<file path="src/rtl/ssd_frame_decoder_if.sv">
// ssd_frame_decoder_if
//   Bundles the multiplexed seven-segment bus being monitored together with
//   the decoded frame results.
//   master : the side driving the display bus (en, seg_in, dig_sel) and
//            consuming the decoded frame.
//   slave  : the frame decoder itself.
//   Signals:
//     en          capture enable
//     seg_in      {a,b,c,d,e,f,g}, a is MSB, 1 = lit
//     dig_sel     one-hot digit select, bit 0 = least significant digit
//     value       last complete frame, digit i in [4i+3:4i]
//     blank_mask  digit i of last frame was blank
//     err_mask    digit i of last frame was an illegal pattern
//     frame_valid one-cycle pulse when the frame outputs update
//     sel_err     sticky: an accepted dig_sel was not one-hot
//     busy        a frame is partially captured
interface ssd_frame_decoder_if #(
  parameter int N_DIG = 4
);
  logic                 en;
  logic [6:0]           seg_in;
  logic [N_DIG-1:0]     dig_sel;
  logic [4*N_DIG-1:0]   value;
  logic [N_DIG-1:0]     blank_mask;
  logic [N_DIG-1:0]     err_mask;
  logic                 frame_valid;
  logic                 sel_err;
  logic                 busy;

  modport master (
    output en, seg_in, dig_sel,
    input  value, blank_mask, err_mask, frame_valid, sel_err, busy
  );

  modport slave (
    input  en, seg_in, dig_sel,
    output value, blank_mask, err_mask, frame_valid, sel_err, busy
  );
endinterface

</file>
<file path="src/rtl/ssd_frame_decoder.sv">
// ssd_frame_decoder
//   Monitors a multiplexed seven-segment bus, filters scan transients with a
//   stability counter, decodes each accepted pattern back to a hex nibble and
//   assembles a multi-digit frame.
//   Ports:
//     clk    rising-edge clock
//     rst_n  asynchronous active-low reset
//     bus    ssd_frame_decoder_if.slave (bus inputs + frame outputs)
//   Parameters:
//     N_DIG       number of multiplexed digits
//     STABLE_CYC  identical consecutive samples needed to accept (1..15)
module ssd_frame_decoder #(
  parameter int N_DIG      = 4,
  parameter int STABLE_CYC = 3
) (
  input logic              clk,
  input logic              rst_n,
  ssd_frame_decoder_if.slave bus
);

  localparam int CW = 4;

  typedef struct packed {
    logic [3:0] nib;
    logic       blank;
    logic       err;
  } dec_t;

  function automatic dec_t decode(input logic [6:0] p);
    dec_t r;
    r = '{nib: 4'h0, blank: 1'b0, err: 1'b0};
    case (p)
      7'b1111110: r.nib = 4'h0;
      7'b0110000: r.nib = 4'h1;
      7'b1101101: r.nib = 4'h2;
      7'b1111001: r.nib = 4'h3;
      7'b0110011: r.nib = 4'h4;
      7'b1011011: r.nib = 4'h5;
      7'b1011111: r.nib = 4'h6;
      7'b1110000: r.nib = 4'h7;
      7'b1111111: r.nib = 4'h8;
      7'b1111011: r.nib = 4'h9;
      7'b1110111: r.nib = 4'hA;
      7'b0011111: r.nib = 4'hB;
      7'b1001110: r.nib = 4'hC;
      7'b0111101: r.nib = 4'hD;
      7'b1001111: r.nib = 4'hE;
      7'b1000111: r.nib = 4'hF;
      7'b0000000: r.blank = 1'b1;
      default:    r.err = 1'b1;
    endcase
    return r;
  endfunction

  // Sample stage and stability filter
  logic [6:0]       seg_q;
  logic [N_DIG-1:0] sel_q;
  logic [CW-1:0]    cnt_q, cnt_d;
  logic             acc_q, acc_d;
  logic             same;

  assign same = (bus.seg_in == seg_q) && (bus.dig_sel == sel_q);

  always_comb begin
    cnt_d = cnt_q;
    acc_d = 1'b0;
    if (!bus.en) begin
      cnt_d = '0;
    end else begin
      if (!same)
        cnt_d = CW'(1);
      else if (cnt_q < CW'(STABLE_CYC))
        cnt_d = cnt_q + CW'(1);
      // Fire only on arrival at the threshold; a held value sitting at the
      // threshold is not re-accepted until the input changes.
      acc_d = (cnt_d == CW'(STABLE_CYC)) &&
              !(same && (cnt_q == CW'(STABLE_CYC)));
    end
  end

  always_ff @(posedge clk or negedge rst_n) begin
    if (!rst_n) begin
      seg_q <= '0;
      sel_q <= '0;
      cnt_q <= '0;
      acc_q <= 1'b0;
    end else begin
      seg_q <= bus.seg_in;
      sel_q <= bus.dig_sel;
      cnt_q <= cnt_d;
      acc_q <= acc_d;
    end
  end

  // Accepted sample is still in seg_q/sel_q on the edge after the strobe.
  dec_t dec;
  logic sel_ok, wr, bad_sel;

  assign dec     = decode(seg_q);
  assign sel_ok  = $onehot(sel_q);
  assign wr      = acc_q && bus.en && sel_ok;
  assign bad_sel = acc_q && bus.en && !sel_ok;

  // Shadow frame, one lane per digit
  logic [N_DIG-1:0][3:0] nib_q;
  logic [N_DIG-1:0]      blank_sh_q, err_sh_q;

  for (genvar i = 0; i < N_DIG; i++) begin : g_lane
    always_ff @(posedge clk or negedge rst_n) begin
      if (!rst_n) begin
        nib_q[i]      <= 4'h0;
        blank_sh_q[i] <= 1'b0;
        err_sh_q[i]   <= 1'b0;
      end else if (wr && sel_q[i]) begin
        nib_q[i]      <= dec.nib;
        blank_sh_q[i] <= dec.blank;
        err_sh_q[i]   <= dec.err;
      end
    end
  end

  // Frame tracking
  logic [N_DIG-1:0] seen_q, seen_d;
  logic             done;

  assign done = bus.en && (&seen_q);

  always_comb begin
    seen_d = seen_q;
    if (!bus.en) begin
      seen_d = '0;
    end else begin
      if (done) seen_d = '0;
      // A write on the completion edge seeds the next frame.
      if (wr) seen_d = seen_d | sel_q;
    end
  end

  logic [4*N_DIG-1:0] value_q;
  logic [N_DIG-1:0]   blank_q, err_q;
  logic               fv_q, sel_err_q;

  always_ff @(posedge clk or negedge rst_n) begin
    if (!rst_n) begin
      seen_q    <= '0;
      value_q   <= '0;
      blank_q   <= '0;
      err_q     <= '0;
      fv_q      <= 1'b0;
      sel_err_q <= 1'b0;
    end else begin
      seen_q    <= seen_d;
      fv_q      <= done;
      sel_err_q <= sel_err_q | bad_sel;
      if (done) begin
        value_q <= nib_q;
        blank_q <= blank_sh_q;
        err_q   <= err_sh_q;
      end
    end
  end

  assign bus.value       = value_q;
  assign bus.blank_mask  = blank_q;
  assign bus.err_mask    = err_q;
  assign bus.frame_valid = fv_q;
  assign bus.sel_err     = sel_err_q;
  assign bus.busy        = |seen_q;

endmodule

</file>
<file path="src/flat_wrapper.sv">
// flat-port wrapper written by rule: the top's interface ports become plain ports
module ssd_frame_decoder_flat 
#(
  parameter int N_DIG      = 4,
  parameter int STABLE_CYC = 3
)
  (clk, rst_n, bus_en, bus_seg_in, bus_dig_sel, bus_value, bus_blank_mask, bus_err_mask, bus_frame_valid, bus_sel_err, bus_busy);
  ssd_frame_decoder_if #(.N_DIG(N_DIG)) bus_i ();
  input logic clk;
  input logic rst_n;
  input wire logic [$bits(bus_i.en)-1:0] bus_en;
  input wire logic [$bits(bus_i.seg_in)-1:0] bus_seg_in;
  input wire logic [$bits(bus_i.dig_sel)-1:0] bus_dig_sel;
  output wire logic [$bits(bus_i.value)-1:0] bus_value;
  output wire logic [$bits(bus_i.blank_mask)-1:0] bus_blank_mask;
  output wire logic [$bits(bus_i.err_mask)-1:0] bus_err_mask;
  output wire logic [$bits(bus_i.frame_valid)-1:0] bus_frame_valid;
  output wire logic [$bits(bus_i.sel_err)-1:0] bus_sel_err;
  output wire logic [$bits(bus_i.busy)-1:0] bus_busy;
  assign bus_i.en = bus_en;
  assign bus_i.seg_in = bus_seg_in;
  assign bus_i.dig_sel = bus_dig_sel;
  assign bus_value = bus_i.value;
  assign bus_blank_mask = bus_i.blank_mask;
  assign bus_err_mask = bus_i.err_mask;
  assign bus_frame_valid = bus_i.frame_valid;
  assign bus_sel_err = bus_i.sel_err;
  assign bus_busy = bus_i.busy;
  ssd_frame_decoder #(.N_DIG(N_DIG), .STABLE_CYC(STABLE_CYC)) u_core (.clk(clk), .rst_n(rst_n), .bus(bus_i));
endmodule
</file>
<file path="config.mk">
export PLATFORM = sky130hd
export DESIGN_NAME = ssd_frame_decoder_flat
export DESIGN_NICKNAME = d
export VERILOG_FILES = /design/src/rtl/ssd_frame_decoder_if.sv /design/src/rtl/ssd_frame_decoder.sv /design/src/flat_wrapper.sv
export SDC_FILE = /design/constraint.sdc
export NUM_CORES = 1
export LEC_CHECK = 0
export ABC_AREA = 1
export CORE_MARGIN = 4
export CORE_UTILIZATION = 45
export CTS_CLUSTER_DIAMETER = 200
export CTS_CLUSTER_SIZE = 30
export DETAILED_ROUTE_END_ITERATION = 7
export PLACE_DENSITY = 0.7
export SLEW_MARGIN = 10
export SYNTH_ARGS = -nofsm -noshare
export SYNTH_HDL_FRONTEND = slang
export SYNTH_SLANG_ARGS = --single-unit
</file>
<file path="constraint.sdc">
create_clock -name clk -period 2.1 [get_ports clk]
set_input_delay 0.525 -clock clk [delete_from_list [all_inputs] [get_ports clk]]
set_output_delay 0.525 -clock clk [all_outputs]
set_load 0.03 [all_outputs]
</file>
# Word-level counts from Yosys, hierarchy flattened

Cells that the tools add are included.

$add $sub $neg: 4
Multiply operators: 0
Divide/modulo/power cells: 0
Order comparisons: 1
Equality and inequality tests: 21
Shifts and indexed selects: 0
Multiplexer cells: 12
Bitwise operators: 2
Reductions and logical operators: 17

Operators with widths:

| cell                                                                          | count |
|---|---|
| 7-bit == test (second input constant)                                         | 12 |
| 4-bit one-hot mux with 15 select lines                                        | 1 |
| 4-bit two-way mux                                                             | 8 |
| 7-bit by 6-bit == test with 1-bit output (second input constant)              | 3 |
| 17-bit OR reduction                                                           | 1 |
| 1-bit logical AND                                                             | 11 |
| 4-bit by 2-bit == test with 1-bit output (second input constant)              | 2 |
| 7-bit by 5-bit == test with 1-bit output (second input constant)              | 1 |
| 7-bit == test                                                                 | 1 |
| 7-bit logical NOT                                                             | 1 |
| 1-bit by 1-bit adder with 2-bit output                                        | 2 |
| 4-bit by 1-bit adder with 4-bit output (second input constant)                | 1 |
| 4-bit == test                                                                 | 1 |
| 4-bit by 2-bit less-than comparator with 1-bit output (second input constant) | 1 |
| 4-bit bitwise OR                                                              | 1 |
| 4-bit AND reduction                                                           | 1 |
| 4-bit OR reduction                                                            | 1 |
| 3-bit adder                                                                   | 1 |
| 3-bit by 1-bit == test with 1-bit output (second input constant)              | 1 |
| 1-bit two-way mux                                                             | 3 |
| 1-bit logical NOT                                                             | 2 |
| 1-bit bitwise OR                                                              | 1 |

Flip-flop bits (word level): 70
Bits in latches: 0
RAM bits: 0
Bits in read-only memories: 0
Input port bits: 14
Output and inout bits: 27
Word-level logic and storage cells: 79
Memories kept: 0

# Longest topological paths before layout

Word-level depth: 7
Mapped depth: 10
Mapped depth without buffers: 10

# Worst setup path before layout

OpenSTA, ideal clock, no wires.

Path kind: register to register
From: register u_core.sel_q[2]
To: register u_core.nib_q[11] (netlist bit)
Library setup time: 0.122 ns
Arrival time: 2.114 ns
Data required time: 1.978 ns
Path slack: -0.136 ns
Cell stages (with the launch flop): 10
Buffers on the path: 0
Period minus slack after synthesis: 2.236 ns
Path through: dfrtp_1 > ha_1 > ha_1 > fa_1 > nor3b_4 > nand3_4 > nor2_4 > inv_2 > nand2_1 > o21ai_1

Word-level cells in the longest chain between the ends: 5

RTL lines:

| element                                                      | RTL line                 | source |
|---|---|---|
| start, declared                                              | ssd_frame_decoder.sv:57  | `logic [N_DIG-1:0] sel_q;` |
| start signal, assigned                                       | ssd_frame_decoder.sv:89  | `sel_q <= bus.dig_sel;` |
| 1-bit by 1-bit adder with 2-bit output (implied by the code) | ssd_frame_decoder.sv:100 | `assign sel_ok = $onehot(sel_q);` |
| 3-bit adder (implied by the code)                            | ssd_frame_decoder.sv:100 |  |
| 3-bit by 1-bit == test with 1-bit output                     | ssd_frame_decoder.sv:100 |  |
| 1-bit logical AND                                            | ssd_frame_decoder.sv:101 | `assign wr = acc_q && bus.en && sel_ok;` |
| 1-bit logical AND (*)                                        | ssd_frame_decoder.sv:114 | `end else if (wr && sel_q[i]) begin` |
| end signal, assigned by index                                | ssd_frame_decoder.sv:115 | `nib_q[i] <= dec.nib;` |
| end, declared                                                | ssd_frame_decoder.sv:105 | `logic [N_DIG-1:0][3:0] nib_q;` |

Every way passes the cells marked *; elsewhere a longest branch is shown, timed or not.
A chain may end at the register's enable or synchronous reset.

# Worst setup path after layout

From: register u_core.sel_q[3]
To: register u_core.nib_q[10] (netlist bit)

Word-level cells in the longest chain between the ends: 5

RTL lines:

| element                                                      | RTL line |
|---|---|
| 1-bit by 1-bit adder with 2-bit output (implied by the code) | ssd_frame_decoder.sv:100 |
| 3-bit adder (implied by the code)                            | ssd_frame_decoder.sv:100 |
| 3-bit by 1-bit == test with 1-bit output                     | ssd_frame_decoder.sv:100 |
| 1-bit logical AND                                            | ssd_frame_decoder.sv:101 |
| 1-bit logical AND                                            | ssd_frame_decoder.sv:114 |

Every way passes these cells.

==> out/metrics.csv <==
metric,value,unit
grt_antenna_before_repair,0,
crit_chain,"ha_1, ha_2, fa_1, nor3b_4, nand3_4, nor2_4, buf_4, nand2_1, nand2_1",
syn_area,3170,sq um
grt_max_degree,71,
drt-wirelength-per-cell,12.0,um
vias_per_cell,4.72,
worstSetupStartpointType,flip-flop,
gr-total-overflow,0,
htreeDepth,3,
cts.path.max_buffers,2,
setup.worst_path.start,u_core.sel_q[3],
drc,0,
die_w,91.9,um
r2r_start,u_core.sel_q[3],
io_pins,41,
maxCapViolations,0,
syn_area_per_cell,8.54,sq um
synth_top_area_share,55.3,%
synthTopCellsByArea,"dfrtp_1 55%, nand2_1 20%, nor2_1 3.8%",
path_max_fanout,4,
slew_violations,0,
power.density,637,nW/um^2
mostFrequentLayoutCell,nand2_1,
clkSinkCount,70,
min_period,2.28,ns
drive_gt1_share,15.4,%
grt_pass1_wl,10.8,mm
die-area,8450,sq um
start_util,46.4,%
detail-route-antenna-nets,0,
insertion_delay,0.35,ns
fmax,438,MHz
r2r_setup_slack,-0.18,ns
ys_seq_area_share,55.3,%
violations,setup timing,
seqCellArea,1750,sq um
worstSetupPathType,flip-flop to flip-flop,
crit_family,adder cells,
whs,0.164,ns
multi_input_area,1310,sq um
ys_warn_count,0,
finalHoldViolCount,0,
grt_pass1_vias,2373,
clkTransAtPathRegs,0.08,ns
setup-tns-final,-4.22,ns
num_rows,30,
numCtsBuffers,9,
syn_to_final_growth,26.7,%
slowest_stage,fa_1,
reg2reg_to,u_core.nib_q[10],
cpPeakStageDelay,0.47,ns
p_leak,2.09,nW
utilization,58.7,%
netlist_instances,371,
synth.distinct_cells,29,
numPortBuffers,40,
dp_hpwl,4.49,mm
hold_path_class,input port to async pin,
r2r_cells,9,
outcome,"complete, but fails checks",
crit_arrival,2.58,ns
antenna_cells,0,
synth_top_area_cell,dfrtp_1,
skew,0.00702,ns
drtIter0Drc,122,
synth_seq_cells,70,
period_share,109,%
crit_buf_inv,1,
slew_headroom,68.9,%
dpl_worst_slack,-0.170,ns
grt_setup_unrepaired,true,
gp_congestion,0.852,
grt_usage,16.2,%
wirelength,6.34,mm
dieHeight,91.9,um
worstMarginPinSlew,0.465,ns
num_vias,2500,
worst_slack,-0.185,ns
fillers,637,
final_cell_mix,"155 x nand2_1, 70 x dfrtp_1, 38 x clkdlybuf4s50_1, 32 x nor2_1, 26 x inv_1",
drt-pass1-iter-count,4,
crit_top_cell,nand2_1,
core-area,6830,sq um
cts-root-buf,clkbuf_8,
setup_viol,28,
endpoint_kind,flip-flop,
tritoncts,built,
cp_num_cells,9,
synth_nets,390,
ir_drop,0.000512,V
fin_nets,448,
cp.required,2.40,ns
## layout make-up
type,count,area share [%]
Clock buffer,10,3.43
Timing Repair Buffer,54,13.0
Inverter,32,3.18
Tap cell,96,2.99
Clock inverter,6,1.12
Multi-Input combinational cell,262,32.6
Sequential cell,70,43.7
## worst register-to-register path, stage by stage, from the launching register on
cell and delay, ns:
dfrtp_1 0.39, ha_1 0.30, ha_2 0.19, fa_1 0.47
nor3b_4 0.28, nand3_4 0.15, nor2_4 0.19, buf_4 0.15
nand2_1 0.05, nand2_1 0.06
## sequential cells by signal (all words and copies together) (netlist names), 4 cells and up
| signal | flops |
|---|---|
| u_core.bus.value | 16 |
| u_core.seg_q | 7 |
| u_core.err_sh_q | 4 |
| u_core.bus.err_mask | 4 |
| u_core.seen_q | 4 |
| u_core.nib_q | 16 |
| u_core.sel_q | 4 |
| u_core.blank_sh_q | 4 |
| u_core.cnt_q | 4 |
| u_core.bus.blank_mask | 4 |
## report_power, final
group          internal [mW]  switching (mW)  total, mW
Sequential              1.36          0.0154       1.37
Combinational         0.0771          0.0995      0.177
Clock                  0.466           0.538       1.00
## repair_timing
action / 4_1_cts / 5_1_grt
setup endpoints to repair: 29 / 29
hold buffers: 0 / 0
buffers inserted: 1 / 1
resized for setup: 15 / 11
pin swaps: 9 / 6
## through the flow
step                      instances  power, mW  area [sq um]
after floorplan                 371       1.49          3170
after global placement          513       1.57          3750
after detailed placement        513       1.58          3750
after CTS                       530       2.59          3990
after global routing            530       2.67          4010
final                           530       2.55          4010
## cell usage after synthesis
cell      instances
nand2_1         170
dfrtp_1          70
nor2_1           32
inv_1            27
nand3_1          12
nand4_1           9
inv_2             5
xnor2_1           5
xor2_1            5
a21oi_1           4
ha_1              4
nor2_4            4
o21ai_1           4
buf_4             3
clkbuf_1          2
nand3_4           2
buf_2             1
buf_6             1
fa_1              1
nand3_2           1
nand4_2           1
nor2_2            1
nor3_1            1
nor3_4            1
nor3b_4           1
o21ai_0           1
o21bai_1          1
o31ai_1           1
or2_4             1
## per-layer routing
metal	GRT usage (%)	wire length (um)	vias to the layer above
met5	0	0	-
met4	5.69	113	0
met3	5.58	397	12
met2	26.6	2990	77
met1	19.8	2840	1139
li1	-	-	1272
## worst max-delay path by stage
stage / endpoint
global placement: u_core.nib_q[11]
detailed placement: u_core.nib_q[3]
finish: u_core.nib_q[10]
CTS: u_core.nib_q[11]
floorplan: u_core.nib_q[11]
global route: u_core.nib_q[1]
## kinds of logic after synthesis
family,synth area share (%)
flip-flops,55.3
AO/OA/AOI/OAI,1.90
adder cells (fa/ha/maj),2.21
buffers and inverters,5.25
AND/OR/NAND/NOR,32.6
XOR/XNOR,2.76
No activity file was read; power rests on OpenSTA's default activity.
